<file path="src/rtl/rvv_backend_cmdq_mpq.sv">
// rtl/rvv_backend_cmdq_mpq.sv - multi-push / multi-pop command queue between RVS issue and decoder
module rvv_backend_cmdq_mpq #(
    parameter int DEPTH    = 16,
    parameter int DWIDTH   = 32,
    parameter int PUSH_N   = 4,
    parameter int POP_N    = 2,
    parameter int AF_LEVEL = 12
) (
    input  logic                             clk,
    input  logic                             rst_n,
    input  logic [PUSH_N-1:0]                push_valid,
    input  logic [PUSH_N-1:0][DWIDTH-1:0]    push_data,
    output logic [PUSH_N-1:0]                push_ready,
    output logic [POP_N-1:0]                 pop_valid,
    output logic [POP_N-1:0][DWIDTH-1:0]     pop_data,
    input  logic [POP_N-1:0]                 pop_ready,
    input  logic                             stop,
    input  logic                             flush,
    output logic [$clog2(DEPTH):0]           count,
    output logic                             almost_full
);

    localparam int AW = $clog2(DEPTH);
    localparam int CW = AW + 1;

    logic [AW-1:0]     wr_ptr;
    logic [AW-1:0]     rd_ptr;
    logic [DWIDTH-1:0] mem [DEPTH];
    logic [CW-1:0]     free;
    logic [CW-1:0]     n_push;
    logic [CW-1:0]     n_pop;
    logic              push_run;
    logic              pop_run;

    // Space is judged on registered occupancy only; same-cycle pops never free room.
    assign free        = CW'(DEPTH) - count;
    assign almost_full = (count >= CW'(AF_LEVEL));

    always_comb begin
        n_push   = '0;
        push_run = 1'b1;
        for (int i = 0; i < PUSH_N; i++) begin
            push_ready[i] = rst_n & ~stop & ~flush & (free > CW'(i));
            if (push_run && push_valid[i] && push_ready[i]) begin
                n_push = n_push + CW'(1);
            end else begin
                push_run = 1'b0;
            end
        end
    end

    always_comb begin
        n_pop   = '0;
        pop_run = 1'b1;
        for (int j = 0; j < POP_N; j++) begin
            pop_valid[j] = rst_n & (count > CW'(j));
            pop_data[j]  = mem[rd_ptr + AW'(j)];
            if (pop_run && pop_valid[j] && pop_ready[j]) begin
                n_pop = n_pop + CW'(1);
            end else begin
                pop_run = 1'b0;
            end
        end
    end

    always_ff @(posedge clk) begin
        if (!rst_n || flush) begin
            wr_ptr <= '0;
            rd_ptr <= '0;
            count  <= '0;
        end else begin
            wr_ptr <= wr_ptr + n_push[AW-1:0];
            rd_ptr <= rd_ptr + n_pop[AW-1:0];
            count  <= count + n_push - n_pop;
        end
    end

    // Storage is not reset; n_push is already zero during reset and flush.
    always_ff @(posedge clk) begin
        for (int k = 0; k < PUSH_N; k++) begin
            if (CW'(k) < n_push) begin
                mem[wr_ptr + AW'(k)] <= push_data[k];
            end
        end
    end

endmodule

</file>
<file path="config.mk">
export PLATFORM = sky130hd
export DESIGN_NAME = rvv_backend_cmdq_mpq
export DESIGN_NICKNAME = d
export VERILOG_FILES = /design/src/rtl/rvv_backend_cmdq_mpq.sv
export SDC_FILE = /design/constraint.sdc
export NUM_CORES = 2
export LEC_CHECK = 0
export BUFFER_PORTS_ARGS = -buffer_cell sky130_fd_sc_hd__buf_4
export CORE_MARGIN = 2
export CORE_UTILIZATION = 33
export DETAILED_ROUTE_END_ITERATION = 8
export GPL_ROUTABILITY_DRIVEN = 0
export PLACE_DENSITY_LB_ADDON = 0.3
export RECOVER_POWER = 50
export SLEW_MARGIN = 15
export SYNTH_ARGS = -nofsm -noshare
export SYNTH_HDL_FRONTEND = slang
export SYNTH_SLANG_ARGS = --single-unit
export TNS_END_PERCENT = 10
</file>
<file path="constraint.sdc">
create_clock -name clk -period 8.1 [get_ports clk]
set_clock_uncertainty 0.05 [all_clocks]
set_input_delay 0.81 -clock clk [delete_from_list [all_inputs] [get_ports clk]]
set_output_delay 0.81 -clock clk [all_outputs]
set_load 0.005 [all_outputs]
</file>
# Yosys cells after proc, flatten, opt, wreduce, memory -nomap -nowiden
# Memory sizes are Yosys's and may differ from the RTL's. A register that Yosys moved wholly into a read port is not among the register bits.
# Cells that the tools add are included.
[totals]
mem_count = 1
output_inout_bits = 76
register_bits = 13
word_cells = 69
mem_bits_rw = 512
[op_classes]
reduce_logical = 12
bitwise = 10
muxes = 19
n_addsub = 13
magnitude_cmp = 11
[mem_list]
columns = ["name", "words", "word_bits", "rd", "rd_clocked_by_memory_dff", "wr", "line", "source"]
rows = [
  ["mem", 16, 32, 2, 1, 4, "28", "logic [DWIDTH-1:0] mem [DEPTH];"],
]
[op_table]
columns = ["op", "n"]
rows = [
  ["5-bit by 1-bit > comparator with 1-bit output, second input constant", 4],
  ["5-bit by 1-bit adder with 5-bit output, second input constant", 3],
  ["5-bit two-way mux", 3],
  ["1-bit two-way mux", 14],
  ["5-bit by 2-bit > comparator with 1-bit output, second input constant", 2],
  ["1-bit logical AND", 10],
  ["1-bit by 5-bit < comparator with 1-bit output, first input constant", 2],
  ["2-bit by 5-bit < comparator with 1-bit output, first input constant", 2],
  ["4-bit by 1-bit adder with 4-bit output, second input constant", 2],
  ["4-bit by 2-bit adder with 4-bit output, second input constant", 2],
  ["4-bit adder", 2],
  ["1-bit bitwise AND", 8],
  ["5-bit adder", 1],
  ["5-bit by 4-bit greater-or-equal comparator with 1-bit output, second input constant", 1],
  ["5-bit subtractor", 1],
  ["5-bit subtractor, first input constant", 1],
  ["4-bit two-way mux", 1],
  ["1-bit by 1-bit adder with 2-bit output, second input constant", 1],
  ["2-bit two-way mux", 1],
  ["1-bit NOT", 2],
  ["1-bit zero test", 1],
  ["1-bit logical OR", 1],
]

# Depth between registers and ports, before layout
[depth]
ltp_word = 18
ltp_mapped = 26
ltp_nobuf = 25

# Least setup slack after synthesis
# OpenSTA, ideal clock, no wires.
[synth_path]
kind = "reg2reg"
start = "register count[0]"
end = "memory mem[4][0] (enable)"
stages_incl_launch_ff = 22
setup_time_ps = 533
period_less_slack_ps = 8585
t_arrival_ps = 8002
t_required_ps = 7517
slack_ps = -485
cell_sequence = "dfxtp_1 -> inv_1 -> ha_1 -> and3_1 -> ha_1 -> nand4b_1 -> a21boi_0 -> nor2_1 -> nor3_1 -> nand3_1 -> inv_1 -> ha_1 -> clkbuf_1 -> clkinv_1 -> a21oi_1 -> ha_1 -> xnor2_1 -> nand4b_1 -> a21bo_1 -> a211oi_1 -> buf_2 -> o311ai_0"
[synth_rtl]
columns = ["element", "line", "source"]
rows = [
  ["from (decl)", "19", "output logic [$clog2(DEPTH):0] count,"],
  ["from (signal assigned)", "74", "count <= count + n_push - n_pop;"],
  ["to (decl)", "28", ""],
]

==> summary by stage <==
Worst hold path
The worst hold path begins at push_data[108]. In this run the worst hold path is classified as in -> reg.

Clocking
The maximum buffer depth of the clock tree is 3. The number of hold buffers added after CTS is 0. In this run the post-CTS setup repair buffer count came out at 0.

The number of clock sinks seen by CTS is 525. The clock-pin slew on the worst setup and hold paths is 60 ps. The number of gates given a new drive strength after cts is 0. The tree is rooted in a clkbuf_16.

The TritonCTS clock tree is built. The number of CTS-inserted buffers is 66. The later pin in the worst-skew pair is clocked with a latency of 640 ps. The H-tree was split into 3 levels.

Placement
The cell area after placement is 41200 sq um. During placement, the flow inserted port buffers numbering 213. The post-detailed-placement half-perimeter wirelength is 99100 um.

Route
The DRC violation count after routing is 0. The initial detailed-routing violation count is 4850. The pre-antenna-repair detailed-routing pass consisted of 6 iterations. The via total after detailed routing is 32800. After detailed routing, the average wire length per cell comes to 34.5 um. The count of nets left with antenna violations once routing finished came out at 0. The total wirelength of the detailed-routed design is 165000 um.

The vias per cell is 6.87.

STA
Of the available clock period, the critical path in the final layout requires 95.0%. Static timing analysis puts the maximum clock frequency at 130 MHz. The total count of hold-check failures in the final report is 0.

Setup repair after global routing left no endpoint under its margin. Setup violations remaining at the end of the flow were counted as 0. For the pin with the worst max-slew slack, the measured transition is 3600 ps. The count of pins over their slew limit came to 438. The worst path in the final design needs a cycle of 7700 ps, including I/O delays and setup. The remaining max-slew budget at the tightest pin is -140%.

Worst setup path
The kind of start point of the critical path is a flop. Data on the critical path arrives at its endpoint at 6840 ps. The number of buffers and inverters on the critical path is 2. The cell occurring most often along the worst timing path is mux4_2. The critical path starts at rd_ptr[1]$_SDFF_PP0_. The highest fanout seen on the critical path is 42. The critical path is of the reg -> out type.

Data on the critical path is required at its endpoint by 7240 ps. Traced cell by cell, the critical path runs through ha_2 -> clkbuf_2 -> mux4_2 -> mux4_2 -> clkbuf_4. The endpoint kind of the worst setup timing path is an output pin.

In this design, the stage delay of the slowest critical-path cell is 2130 ps. The cell at the slowest stage of the critical path is dfxtp_1. The worst register-to-register path begins at count[0]$_SDFF_PP0_. Grouping stages by cell kind, the critical path spends the most delay in flip-flops.

GRT
The first global-routing pass estimated 234000 um of wire. The initial antenna violation count was 4. The via count of the first global-routing pass is 31700. Entering global routing, the biggest net connects 140 pins.

The overall global routing resource usage is 27.1%. The global-route congestion overflow total is 0.

Synth
Sorting the synthesized cells by area gives the leading types as edfxtp_1 40%, mux4_2 19%, mux2i_1 11%. The synthesized area per cell is 11.7 sq um. The number of enable flip-flop cells after synthesis is 512. Of all flip-flops after synthesis, the portion carrying an async set or reset was 0%. The cell count after synthesis came out at 3282. The count of synthesis-stage warnings from yosys is 0. Counting flops and latches in the post-synthesis netlist gives 525. The sequential element share of the synthesized area is 40.8%. The net count after synthesis is 3447. The biggest area contributor in the post-synthesis netlist is edfxtp_1. The fraction of synthesized cell area taken by the top area cell type is 40.1%. The total standard cell area after synthesis is 38300 sq um. After synthesis, the netlist uses 62 different library cells. For this run, the leading register cell type out of synthesis is edfxtp_1.

Floorplanning
The floorplan has 125 rows. The die width is 345 um. The starting density of the core is 33.1%. The number of top-level design ports is 214.

The floorplan step set the die height to 345 um. The region available for standard cell placement spans 116000 sq um. The die footprint is 119000 sq um.

Pwr
The power per cell area is 158 nW/um^2. IR analysis of the VDD net gives a maximum drop of 0.112 mV. The sum of internal, switching and leakage power is 6.75 mW.

The standby leakage power is 12.8 nW.

Status
The run finished, with violations left. The final reports fail on capacitance limit, slew limit.

Finish
Cells fill 37.0% of the core in the end. The area added between synthesis and finish is 11.7%. The most frequent standard cell in the layout excluding fill and tap cells is edfxtp_1.

The fraction of layout cells with a size suffix above 1 is 24.4%. The cell area after layout is 42800 sq um. After filler insertion, the fill cell instance count of the layout stands at 11200. The final layout contains 3367 nets.

The library cells used most frequently in the layout, excluding fill and tap cells, are 512 x edfxtp_1, 424 x a21oi_1, 416 x mux2i_1, 416 x o22ai_1, 320 x mux4_2.

Flow run
Across the run, the number of max-cap violations was 9.
-- final timing paths --
path / end / slack, ps / depth (start not counted)
min: mem[5][12]$_DFFE_PP_ / 570 / 3
min reg2reg: count[4]$_SDFF_PP0_ / 660 / 3
max: pop_data[51] / 400 / 5
max reg2reg: mem[5][3]$_DFFE_PP_ / 450 / 21
-- routing by layer --
layer | vias up | wire length (um) | part of all wire, % | track usage, %
met5 | - | 165 | 0.10 | 0.801
met4 | 6 | 8880 | 5.4 | 12.5
met3 | 540 | 20400 | 12 | 7.61
met2 | 2660 | 73200 | 44 | 41.7
met1 | 16400 | 61900 | 38 | 35.4
li1 | 13200 | - | - | -
-- power by group --
group	internal [mW]	switching, mW
sequential	2.99	0.0179
clock	1.55	1.27
combinational	0.403	0.510
total	4.95	1.80
-- per-stage QoR --
stage	hold slack [ps]	worst slack [ps]	cells	setup TNS, ps
after CTS	538	860	4775	0
after global routing	570	158	4775	0
final	571	402	4777	0
after global placement	642	1080	4658	0
after detailed placement	641	904	4658	0
after floorplan	522	-485	3282	-177350
-- tightest hold or removal path: stages --
cell	delay (ps)
buf_4	200
nand2_1	60
o21ai_0	70
-- cell usage after synthesis, drive strengths merged, types with 5 or more instances --
cell type	number
a211o	5
nor2b	5
a21oi	426
xnor2	13
a211oi	6
o21ai	198
inv	26
edfxtp	512
mux2i	416
nand4	9
o311ai	13
dfxtp	13
nand2	122
xor2	7
a221oi	97
clkbuf	273
o22ai	416
nand3	11
buf	204
nor3	17
and2	55
nand2b	5
a21boi	5
ha	23
nor2	34
o2111ai	9
mux4	320
-- area by class of cell --
cell class              instances  area, sq um  area share (%)
inverters                      27          101           0.237
repair buffers                329         2300            5.37
multi-input cells            2253        20900            48.8
clock buffers                  79         1720            4.02
diodes                          2         5.00          0.0117
clock inverters                38          246           0.576
flip-flops and latches        525        15600            36.5
well taps                    1524         1910            4.46
-- registers in the layout (all words and copies together), names as in the netlist --
name / flops
rd_ptr: 4
mem: 512
count: 5
wr_ptr: 4
-- kinds of logic after synthesis --
kind of cell | after synthesis | share of synthesized area (%)
adders and majority gates | 27 | 0.960
and+or+nand+nor | 278 | 3.71
DFF | 525 | 40.8
muxes | 736 | 29.7
xor gates and xnor gates | 20 | 0.457
AOI/OAI and AO/OA | 1191 | 18.8
buffers and inverters | 504 | 5.59
other | 1 | 0.00979
Note: power is estimated with default switching activity, not from simulation.
